===== src/rtl/cp0_ctrl_p_pkg.sv =====
// CP0 register numbers, exception type/code encodings, field positions and vector constants.
// Shared by the CP0 top, its timer and the testbench; holds no state.
package cp0_ctrl_p_pkg;

  localparam logic [4:0] CP0_REG_BADVADDR = 5'd8;
  localparam logic [4:0] CP0_REG_COUNT    = 5'd9;
  localparam logic [4:0] CP0_REG_COMPARE  = 5'd11;
  localparam logic [4:0] CP0_REG_STATUS   = 5'd12;
  localparam logic [4:0] CP0_REG_CAUSE    = 5'd13;
  localparam logic [4:0] CP0_REG_EPC      = 5'd14;
  localparam logic [4:0] CP0_REG_PRID     = 5'd15;
  localparam logic [4:0] CP0_REG_CONFIG   = 5'd16;

  localparam logic [31:0] EXC_TYPE_INT  = 32'h0000_0001;
  localparam logic [31:0] EXC_TYPE_ADEL = 32'h0000_0004;
  localparam logic [31:0] EXC_TYPE_ADES = 32'h0000_0005;
  localparam logic [31:0] EXC_TYPE_SYS  = 32'h0000_0008;
  localparam logic [31:0] EXC_TYPE_BP   = 32'h0000_0009;
  localparam logic [31:0] EXC_TYPE_RI   = 32'h0000_000a;
  localparam logic [31:0] EXC_TYPE_OV   = 32'h0000_000c;
  localparam logic [31:0] EXC_TYPE_ERET = 32'h0000_000e;

  localparam logic [4:0] EXC_CODE_INT  = 5'd0;
  localparam logic [4:0] EXC_CODE_ADEL = 5'd4;
  localparam logic [4:0] EXC_CODE_ADES = 5'd5;
  localparam logic [4:0] EXC_CODE_SYS  = 5'd8;
  localparam logic [4:0] EXC_CODE_BP   = 5'd9;
  localparam logic [4:0] EXC_CODE_RI   = 5'd10;
  localparam logic [4:0] EXC_CODE_OV   = 5'd12;

  localparam int ST_IE_BIT  = 0;
  localparam int ST_EXL_BIT = 1;
  localparam int ST_BEV_BIT = 22;
  localparam int CA_BD_BIT  = 31;
  localparam int CA_TI_BIT  = 30;

  localparam logic [31:0] STATUS_RESET = 32'h0040_0000;
  localparam logic [31:0] VEC_BEV      = 32'hBFC0_0380;
  localparam logic [31:0] VEC_NORMAL   = 32'h8000_0180;

  typedef struct packed {
    logic       known;
    logic       eret;
    logic       badv;
    logic [4:0] code;
  } exc_dec_t;

  function automatic exc_dec_t exc_decode(input logic [31:0] t);
    exc_dec_t d;
    d = '0;
    d.known = 1'b1;
    case (t)
      EXC_TYPE_INT:  d.code = EXC_CODE_INT;
      EXC_TYPE_ADEL: begin d.code = EXC_CODE_ADEL; d.badv = 1'b1; end
      EXC_TYPE_ADES: begin d.code = EXC_CODE_ADES; d.badv = 1'b1; end
      EXC_TYPE_SYS:  d.code = EXC_CODE_SYS;
      EXC_TYPE_BP:   d.code = EXC_CODE_BP;
      EXC_TYPE_RI:   d.code = EXC_CODE_RI;
      EXC_TYPE_OV:   d.code = EXC_CODE_OV;
      EXC_TYPE_ERET: d.eret = 1'b1;
      default:       d.known = 1'b0;
    endcase
    return d;
  endfunction

endpackage


===== src/rtl/cp0_ctrl_p_if.sv =====
// Pipeline <-> CP0 bundle: WB commit controls, mtc0/mfc0 access and CP0 state outputs.
// master = pipeline side, slave = CP0 side; no handshake, commits are single-cycle strobes.
interface cp0_ctrl_p_if;
  logic        stall;
  logic        exc_en;
  logic [31:0] except_type;
  logic [31:0] exc_pc;
  logic        exc_in_ds;
  logic [31:0] exc_badvaddr;
  logic        we;
  logic [4:0]  waddr;
  logic [31:0] wdata;
  logic [4:0]  raddr;
  logic [31:0] rdata;
  logic [31:0] status;
  logic [31:0] cause;
  logic [31:0] epc;
  logic        int_req;
  logic [31:0] exc_vector;

  modport master (
    output stall, exc_en, except_type, exc_pc, exc_in_ds, exc_badvaddr,
    output we, waddr, wdata, raddr,
    input  rdata, status, cause, epc, int_req, exc_vector
  );

  modport slave (
    input  stall, exc_en, except_type, exc_pc, exc_in_ds, exc_badvaddr,
    input  we, waddr, wdata, raddr,
    output rdata, status, cause, epc, int_req, exc_vector
  );
endinterface


===== src/rtl/cp0_ctrl_p_timer.sv =====
// Count/Compare timer: Count advances once per COUNT_DIV clocks, TI latches on Count==Compare.
// TI sets one cycle after the match and is sticky until Compare is rewritten; no backpressure.
module cp0_timer_p #(
  parameter int COUNT_DIV = 2
) (
  input  logic        clk,
  input  logic        resetn,
  input  logic        count_we,
  input  logic        compare_we,
  input  logic [31:0] wdata,
  output logic [31:0] count,
  output logic [31:0] compare,
  output logic        ti
);
  localparam int PW = (COUNT_DIV > 1) ? $clog2(COUNT_DIV) : 1;

  logic [PW-1:0] presc;
  logic          wrap;

  assign wrap = (presc == PW'(COUNT_DIV - 1));

  // A Count write restarts the prescaler so the new value holds for a full period.
  always_ff @(posedge clk) begin
    if (!resetn) begin
      presc <= '0;
      count <= '0;
    end else if (count_we) begin
      presc <= '0;
      count <= wdata;
    end else begin
      presc <= wrap ? '0 : presc + 1'b1;
      if (wrap) count <= count + 32'd1;
    end
  end

  always_ff @(posedge clk) begin
    if (!resetn) begin
      compare <= '0;
      ti      <= 1'b0;
    end else if (compare_we) begin
      compare <= wdata;
      ti      <= 1'b0;
    end else if ((count == compare) && (compare != 32'd0)) begin
      ti      <= 1'b1;
    end
  end
endmodule


===== src/rtl/cp0_ctrl_p.sv =====
// CP0 at MEM/WB: Status/Cause/EPC/BadVAddr/timer state, exception entry, ERET, mfc0 read mux.
// Commits take effect at the next edge; int_req is registered; stall blocks commits, no backpressure.
module cp0_ctrl_p
  import cp0_ctrl_p_pkg::*;
#(
  parameter int          EXT_INT_W  = 6,
  parameter int          COUNT_DIV  = 2,
  parameter int          TIMER_IP   = 7,
  parameter logic [31:0] PRID_VAL   = 32'h004c_0102,
  parameter logic [31:0] CONFIG_VAL = 32'h0000_8000
) (
  input  logic                 clk,
  input  logic                 resetn,
  input  logic [EXT_INT_W-1:0] ext_int,
  cp0_ctrl_p_if.slave          bus
);
  exc_dec_t    dec;
  logic        exc_commit, exc_take, eret_take, wr_ok;
  logic        wr_status, wr_cause, wr_epc, wr_count, wr_compare;

  logic        ie, exl;
  logic [7:0]  im;
  logic        bd;
  logic [4:0]  exccode;
  logic [7:2]  ip_hw;
  logic [1:0]  ip_sw;
  logic [7:2]  ip_next;
  logic [31:0] epc_q, badvaddr;
  logic        int_req_q;
  logic [31:0] count, compare;
  logic        ti;
  logic [31:0] rd_mux;

  assign dec        = exc_decode(bus.except_type);
  assign exc_commit = bus.exc_en & ~bus.stall;
  assign exc_take   = exc_commit & dec.known & ~dec.eret;
  assign eret_take  = exc_commit & dec.known & dec.eret;
  // Any exception/ERET strobe in the slot drops a concurrent mtc0.
  assign wr_ok      = bus.we & ~bus.stall & ~bus.exc_en;
  assign wr_status  = wr_ok && (bus.waddr == CP0_REG_STATUS);
  assign wr_cause   = wr_ok && (bus.waddr == CP0_REG_CAUSE);
  assign wr_epc     = wr_ok && (bus.waddr == CP0_REG_EPC);
  assign wr_count   = wr_ok && (bus.waddr == CP0_REG_COUNT);
  assign wr_compare = wr_ok && (bus.waddr == CP0_REG_COMPARE);

  cp0_timer_p #(.COUNT_DIV(COUNT_DIV)) u_timer (
    .clk        (clk),
    .resetn     (resetn),
    .count_we   (wr_count),
    .compare_we (wr_compare),
    .wdata      (bus.wdata),
    .count      (count),
    .compare    (compare),
    .ti         (ti)
  );

  always_comb begin
    ip_next = '0;
    for (int i = 0; i < EXT_INT_W; i++) ip_next[2+i] = ext_int[i];
    ip_next[TIMER_IP] = ip_next[TIMER_IP] | ti;
  end

  always_ff @(posedge clk) begin
    if (!resetn) begin
      ie  <= 1'b0;
      exl <= 1'b0;
      im  <= '0;
    end else begin
      if (exc_take)       exl <= 1'b1;
      else if (eret_take) exl <= 1'b0;
      else if (wr_status) exl <= bus.wdata[ST_EXL_BIT];
      if (wr_status) begin
        ie <= bus.wdata[ST_IE_BIT];
        im <= bus.wdata[15:8];
      end
    end
  end

  always_ff @(posedge clk) begin
    if (!resetn) begin
      bd       <= 1'b0;
      exccode  <= '0;
      ip_hw    <= '0;
      ip_sw    <= '0;
      epc_q    <= '0;
      badvaddr <= '0;
      int_req_q <= 1'b0;
    end else begin
      if (!bus.stall) ip_hw <= ip_next;
      int_req_q <= ie & ~exl & (|({ip_hw, ip_sw} & im));
      if (exc_take) begin
        exccode <= dec.code;
        // Nested entry keeps the original return point.
        if (!exl) begin
          bd    <= bus.exc_in_ds;
          epc_q <= bus.exc_in_ds ? bus.exc_pc - 32'd4 : bus.exc_pc;
        end
        if (dec.badv) badvaddr <= bus.exc_badvaddr;
      end
      if (wr_cause) ip_sw <= bus.wdata[9:8];
      if (wr_epc)   epc_q <= bus.wdata;
    end
  end

  assign bus.status     = {9'b0, 1'b1, 6'b0, im, 6'b0, exl, ie};
  assign bus.cause      = {bd, ti, 14'b0, ip_hw, ip_sw, 1'b0, exccode, 2'b0};
  assign bus.epc        = epc_q;
  assign bus.int_req    = int_req_q;
  assign bus.exc_vector = bus.status[ST_BEV_BIT] ? VEC_BEV : VEC_NORMAL;

  always_comb begin
    rd_mux = '0;
    case (bus.raddr)
      CP0_REG_BADVADDR: rd_mux = badvaddr;
      CP0_REG_COUNT:    rd_mux = count;
      CP0_REG_COMPARE:  rd_mux = compare;
      CP0_REG_STATUS:   rd_mux = bus.status;
      CP0_REG_CAUSE:    rd_mux = bus.cause;
      CP0_REG_EPC:      rd_mux = epc_q;
      CP0_REG_PRID:     rd_mux = PRID_VAL;
      CP0_REG_CONFIG:   rd_mux = CONFIG_VAL;
      default:          rd_mux = '0;
    endcase
  end

  assign bus.rdata = resetn ? rd_mux : 32'd0;
endmodule


===== src/flat_wrapper.sv =====
// flat-port wrapper written by rule: the top's interface ports become plain ports
module cp0_ctrl_p_flat import cp0_ctrl_p_pkg::*;
#(
  parameter int          EXT_INT_W  = 6,
  parameter int          COUNT_DIV  = 2,
  parameter int          TIMER_IP   = 7,
  parameter logic [31:0] PRID_VAL   = 32'h004c_0102,
  parameter logic [31:0] CONFIG_VAL = 32'h0000_8000
)
  (clk, resetn, ext_int, bus_stall, bus_exc_en, bus_except_type, bus_exc_pc, bus_exc_in_ds, bus_exc_badvaddr, bus_we, bus_waddr, bus_wdata, bus_raddr, bus_rdata, bus_status, bus_cause, bus_epc, bus_int_req, bus_exc_vector);
  cp0_ctrl_p_if bus_i ();
  input  logic clk;
  input  logic resetn;
  input  logic [EXT_INT_W-1:0] ext_int;
  input wire logic [$bits(bus_i.stall)-1:0] bus_stall;
  input wire logic [$bits(bus_i.exc_en)-1:0] bus_exc_en;
  input wire logic [$bits(bus_i.except_type)-1:0] bus_except_type;
  input wire logic [$bits(bus_i.exc_pc)-1:0] bus_exc_pc;
  input wire logic [$bits(bus_i.exc_in_ds)-1:0] bus_exc_in_ds;
  input wire logic [$bits(bus_i.exc_badvaddr)-1:0] bus_exc_badvaddr;
  input wire logic [$bits(bus_i.we)-1:0] bus_we;
  input wire logic [$bits(bus_i.waddr)-1:0] bus_waddr;
  input wire logic [$bits(bus_i.wdata)-1:0] bus_wdata;
  input wire logic [$bits(bus_i.raddr)-1:0] bus_raddr;
  output wire logic [$bits(bus_i.rdata)-1:0] bus_rdata;
  output wire logic [$bits(bus_i.status)-1:0] bus_status;
  output wire logic [$bits(bus_i.cause)-1:0] bus_cause;
  output wire logic [$bits(bus_i.epc)-1:0] bus_epc;
  output wire logic [$bits(bus_i.int_req)-1:0] bus_int_req;
  output wire logic [$bits(bus_i.exc_vector)-1:0] bus_exc_vector;
  assign bus_i.stall = bus_stall;
  assign bus_i.exc_en = bus_exc_en;
  assign bus_i.except_type = bus_except_type;
  assign bus_i.exc_pc = bus_exc_pc;
  assign bus_i.exc_in_ds = bus_exc_in_ds;
  assign bus_i.exc_badvaddr = bus_exc_badvaddr;
  assign bus_i.we = bus_we;
  assign bus_i.waddr = bus_waddr;
  assign bus_i.wdata = bus_wdata;
  assign bus_i.raddr = bus_raddr;
  assign bus_rdata = bus_i.rdata;
  assign bus_status = bus_i.status;
  assign bus_cause = bus_i.cause;
  assign bus_epc = bus_i.epc;
  assign bus_int_req = bus_i.int_req;
  assign bus_exc_vector = bus_i.exc_vector;
  cp0_ctrl_p #(.EXT_INT_W(EXT_INT_W), .COUNT_DIV(COUNT_DIV), .TIMER_IP(TIMER_IP), .PRID_VAL(PRID_VAL), .CONFIG_VAL(CONFIG_VAL)) u_core (.clk(clk), .resetn(resetn), .ext_int(ext_int), .bus(bus_i));
endmodule

===== config.mk =====
export PLATFORM = sky130hd
export DESIGN_NAME = cp0_ctrl_p_flat
export DESIGN_NICKNAME = d
export VERILOG_FILES = /design/src/rtl/cp0_ctrl_p_pkg.sv /design/src/rtl/cp0_ctrl_p_if.sv /design/src/rtl/cp0_ctrl_p_timer.sv /design/src/rtl/cp0_ctrl_p.sv /design/src/flat_wrapper.sv
export SDC_FILE = /design/constraint.sdc
export NUM_CORES = 1
export LEC_CHECK = 0
export CAP_MARGIN = 20
export CELL_PAD_IN_SITES_DETAIL_PLACEMENT = 1
export CELL_PAD_IN_SITES_GLOBAL_PLACEMENT = 1
export CORE_MARGIN = 4
export CORE_UTILIZATION = 36
export CTS_BUF_LIST = sky130_fd_sc_hd__clkbuf_8
export DETAILED_ROUTE_END_ITERATION = 10
export GPL_TIMING_DRIVEN = 0
export PLACE_DENSITY_LB_ADDON = 0.1
export SLEW_MARGIN = 30
export SYNTH_ARGS = -nofsm -noshare
export SYNTH_HDL_FRONTEND = slang
export SYNTH_SLANG_ARGS = --single-unit
export TNS_END_PERCENT = 10

===== constraint.sdc =====
create_clock -name clk -period 5.09 [get_ports clk]
set_clock_uncertainty 0.05 [all_clocks]
set_input_delay 1.018 -clock clk [delete_from_list [all_inputs] [get_ports clk]]
set_output_delay 1.018 -clock clk [all_outputs]
set_load 0.01 [all_outputs]

==> flow_metrics.tcl <==
set metrics [dict create \
    outcome "complete, no violations" \
    track_usage_pct 30.0 \
    yosys-top-cells-area "dfxtp_1, xnor2_1, mux2i_1, buf_4, a22oi_1" \
    grt_pass1_vias 10300 \
    finalNetCount 1593 \
    yosysTopAreaCell "dfxtp_1" \
    clock_sinks 154 \
    dr_wl_met2_um 20300 \
    cts_made_buffers 17 \
    dp.cells 1746 \
    ctsHoldBuffers 0 \
    finalHoldViolCount 0 \
    wire_per_inst_um 24.2 \
    tns_ns 0 \
    crit_fanout 10 \
    die_h_um 166 \
    seq_area_mm2 0.00308 \
    arrival_ns 3.98 \
    cts-htree-levels 4 \
    maxSlewHeadroom_pct 37.4 \
    power.density_mw_per_mm2 208 \
    drive_above_1_share_pct 10.1 \
    drt_first_pass_iters 5 \
    fin_crit_sh_pct 99.2 \
    synthFlopType "dfxtp_1" \
    cp_data_required_time_ns 4.02 \
    area_delta_synth_final_pct 38.3 \
    start_kind "input port" \
    nFillCells 3029 \
    syn-cell-area_mm2 0.00902 \
    die_area_mm2 0.0277 \
    grt_max_degree 17 \
    dp_slack_ns -0.254 \
    multiInputGateArea_mm2 0.00532 \
    syn_inst 1118 \
    p_leak_nw 4.13 \
    place.detailed.hpwl_um 34800 \
    finalWirelength_um 43000 \
    port_buffers 233 \
    max-cap-violations 0 \
    finalPower_mw 2.59 \
    async_flop_share_pct 0 \
    fp-row-count 57 \
    worstSetupPathType "input port to primary output" \
    endpoint_kind "primary output" \
    synth_edf_count 0 \
    synth_seq_area_share_pct 34.2 \
    post-cts-setup-buffer-count 0 \
    core_mm2 0.0245 \
    slew_viol_final 0 \
    place_congestion 0.984 \
    clk_latency_ns 0.47 \
    vias 10100 \
    yosysMostFrequentCell "dfxtp_1" \
    hp-class "register to register" \
    post-route-min-period_ns 5.05 \
    wl_met3_um 3690 \
    yosysTopAreaCellShare_pct 34.2 \
    drc_errors 0 \
    utilization_pct 51.0 \
    clk_pin_slew_ns 0.08 \
    synth_commonest_cells "dfxtp_1, nand2_1, nor2_1, a21oi_1, buf_4" \
    antenna_found_initial 2 \
    io_pins 311 \
    rsz0062_at_grt "true" \
    max-vdd-ir-drop_v 0.000160 \
    start_util_pct 36.9 \
    highest_layer "met4" \
    grt_first_pass_wirelength_um 64100 \
    ant_nets 0 \
    clockBufferDepth 2 \
    via_per_inst 5.69 \
    overflow 0 \
    initialDrtViolationCount 1001 \
    synth_area_per_cell_um2 8.07 \
    setup_viol_count_final 0 \
    met1_length_um 17800 \
    fmax_mhz 198 \
    synth-seq-cells 154 \
    synth_cell_types 57 \
    ctsRootBufferMaster "clkbuf_8" \
    setup_ws_ns 0.0403 \
    die_w_um 166 \
    cts_tree "built" \
    worst_pin_slew_ns 0.939 \
    yosys_warnings 0 \
    layout.cells.non_filler 1780 \
]
-- registers in the layout (all words and copies together) (netlist names) --
signal                  count
u_core.badvaddr            32
u_core.bus.epc             32
u_core.u_timer.compare     32
u_core.u_timer.count       32
u_core.im                   8
u_core.ip_hw                6
u_core.exccode              4
u_core.ip_sw                2
u_core.bd                   1
u_core.bus.int_req          1
u_core.exl                  1
u_core.ie                   1
u_core.u_timer.presc        1
u_core.u_timer.ti           1
-- path summary, 6_finish.rpt --
path	start	slack (ns)	end	depth (start not counted)
max	bus_raddr[4]	0.04	bus_rdata[22]	7
min	u_core.badvaddr[29]$_SDFFE_PN0P_	0.46	u_core.badvaddr[29]$_SDFFE_PN0P_	2
max reg2reg	u_core.u_timer.count[0]$_SDFFE_PN0P_	2.47	u_core.u_timer.count[30]$_SDFFE_PN0P_	7
min reg2reg	u_core.badvaddr[29]$_SDFFE_PN0P_	0.46	u_core.badvaddr[29]$_SDFFE_PN0P_	2
-- placed cells by master, fill, tap and decap left out, types with 7 or more instances in the layout --
master             n
clkdlybuf4s50_1  233
dfxtp_1          154
nand2_1          109
nor2_1            90
buf_4             76
a21oi_1           75
conb_1            72
xnor2_1           66
clkbuf_1          57
mux2i_1           57
a22oi_1           55
o21ai_0           51
nand3_1           40
nor4_1            36
a211oi_1          25
nand4_1           24
nor3_1            22
clkbuf_8          20
xor2_1            18
a31oi_1           16
and3_1            11
inv_1             10
a222oi_1           9
buf_2              9
buf_1              8
nor3b_1            7
o221ai_1           7
and4_1             7
-- kinds of logic after synthesis --
| family | after synthesis | share of synthesized area [%] |
|---|---|---|
| AND/OR/NAND/NOR | 391 | 21.9 |
| buffers and inverters | 164 | 10.1 |
| XOR/XNOR | 85 | 8.33 |
| adder cells (fa/ha/maj) | 2 | 0.277 |
| multiplexers | 58 | 6.45 |
| flip-flops | 154 | 34.2 |
| AO/OA/AOI/OAI | 262 | 18.7 |
| other | 2 | 0.0832 |
-- worst max-delay path, cell delays in order --
cell	delay [ns]
clkdlybuf4s50_1	0.46
nand2b_1	0.27
nor3_1	0.58
clkbuf_1	0.55
a222oi_1	0.25
a21oi_1	0.26
clkdlybuf4s50_1	0.58
-- stage by stage --
stage	hold WS (ns)	area [um^2]
3_3_place_gp	0.424	12000
3_5_place_dp	0.435	12000
2_1_floorplan	0.395	9290
5_1_grt	0.477	12500
6_report	0.458	12500
4_1_cts	0.457	12500
-- report_power, final --
| group | leakage [nW] | internal (mW) | switching [mW] | total (mW) |
|---|---|---|---|---|
| clock network | 0.206 | 0.480 | 0.515 | 0.995 |
| registers | 1.24 | 1.21 | 0.0138 | 1.23 |
| logic | 2.68 | 0.181 | 0.188 | 0.370 |
-- layout make-up --
| cell class | count | share of cell area [%] |
|---|---|---|
| multi-input combinational | 870 | 42.6 |
| sequential | 154 | 24.7 |
| timing repair buffer | 234 | 18.7 |
| buffer | 154 | 7.05 |
| tap | 324 | 3.25 |
| clock buffer | 20 | 2.21 |
| clock inverter | 12 | 1.10 |
| inverter | 10 | 0.301 |
| antenna | 2 | 0.0401 |
-- repair_timing --
item / CTS / global route
resized for setup: 5 / 8
endpoints found under the setup margin: 27 / 22
pin swaps: 0 / 0
-- metal layers --
| metal | vias to the layer above | global-route usage, % |
|---|---|---|
| met3 | 81 | 5.62 |
| met2 | 552 | 49.8 |
| li1 | 4567 | - |
| met1 | 4932 | 39.3 |
| met5 | - | 0 |
| met4 | 0 | 10.3 |
Note: power is estimated with default switching activity, not from simulation.
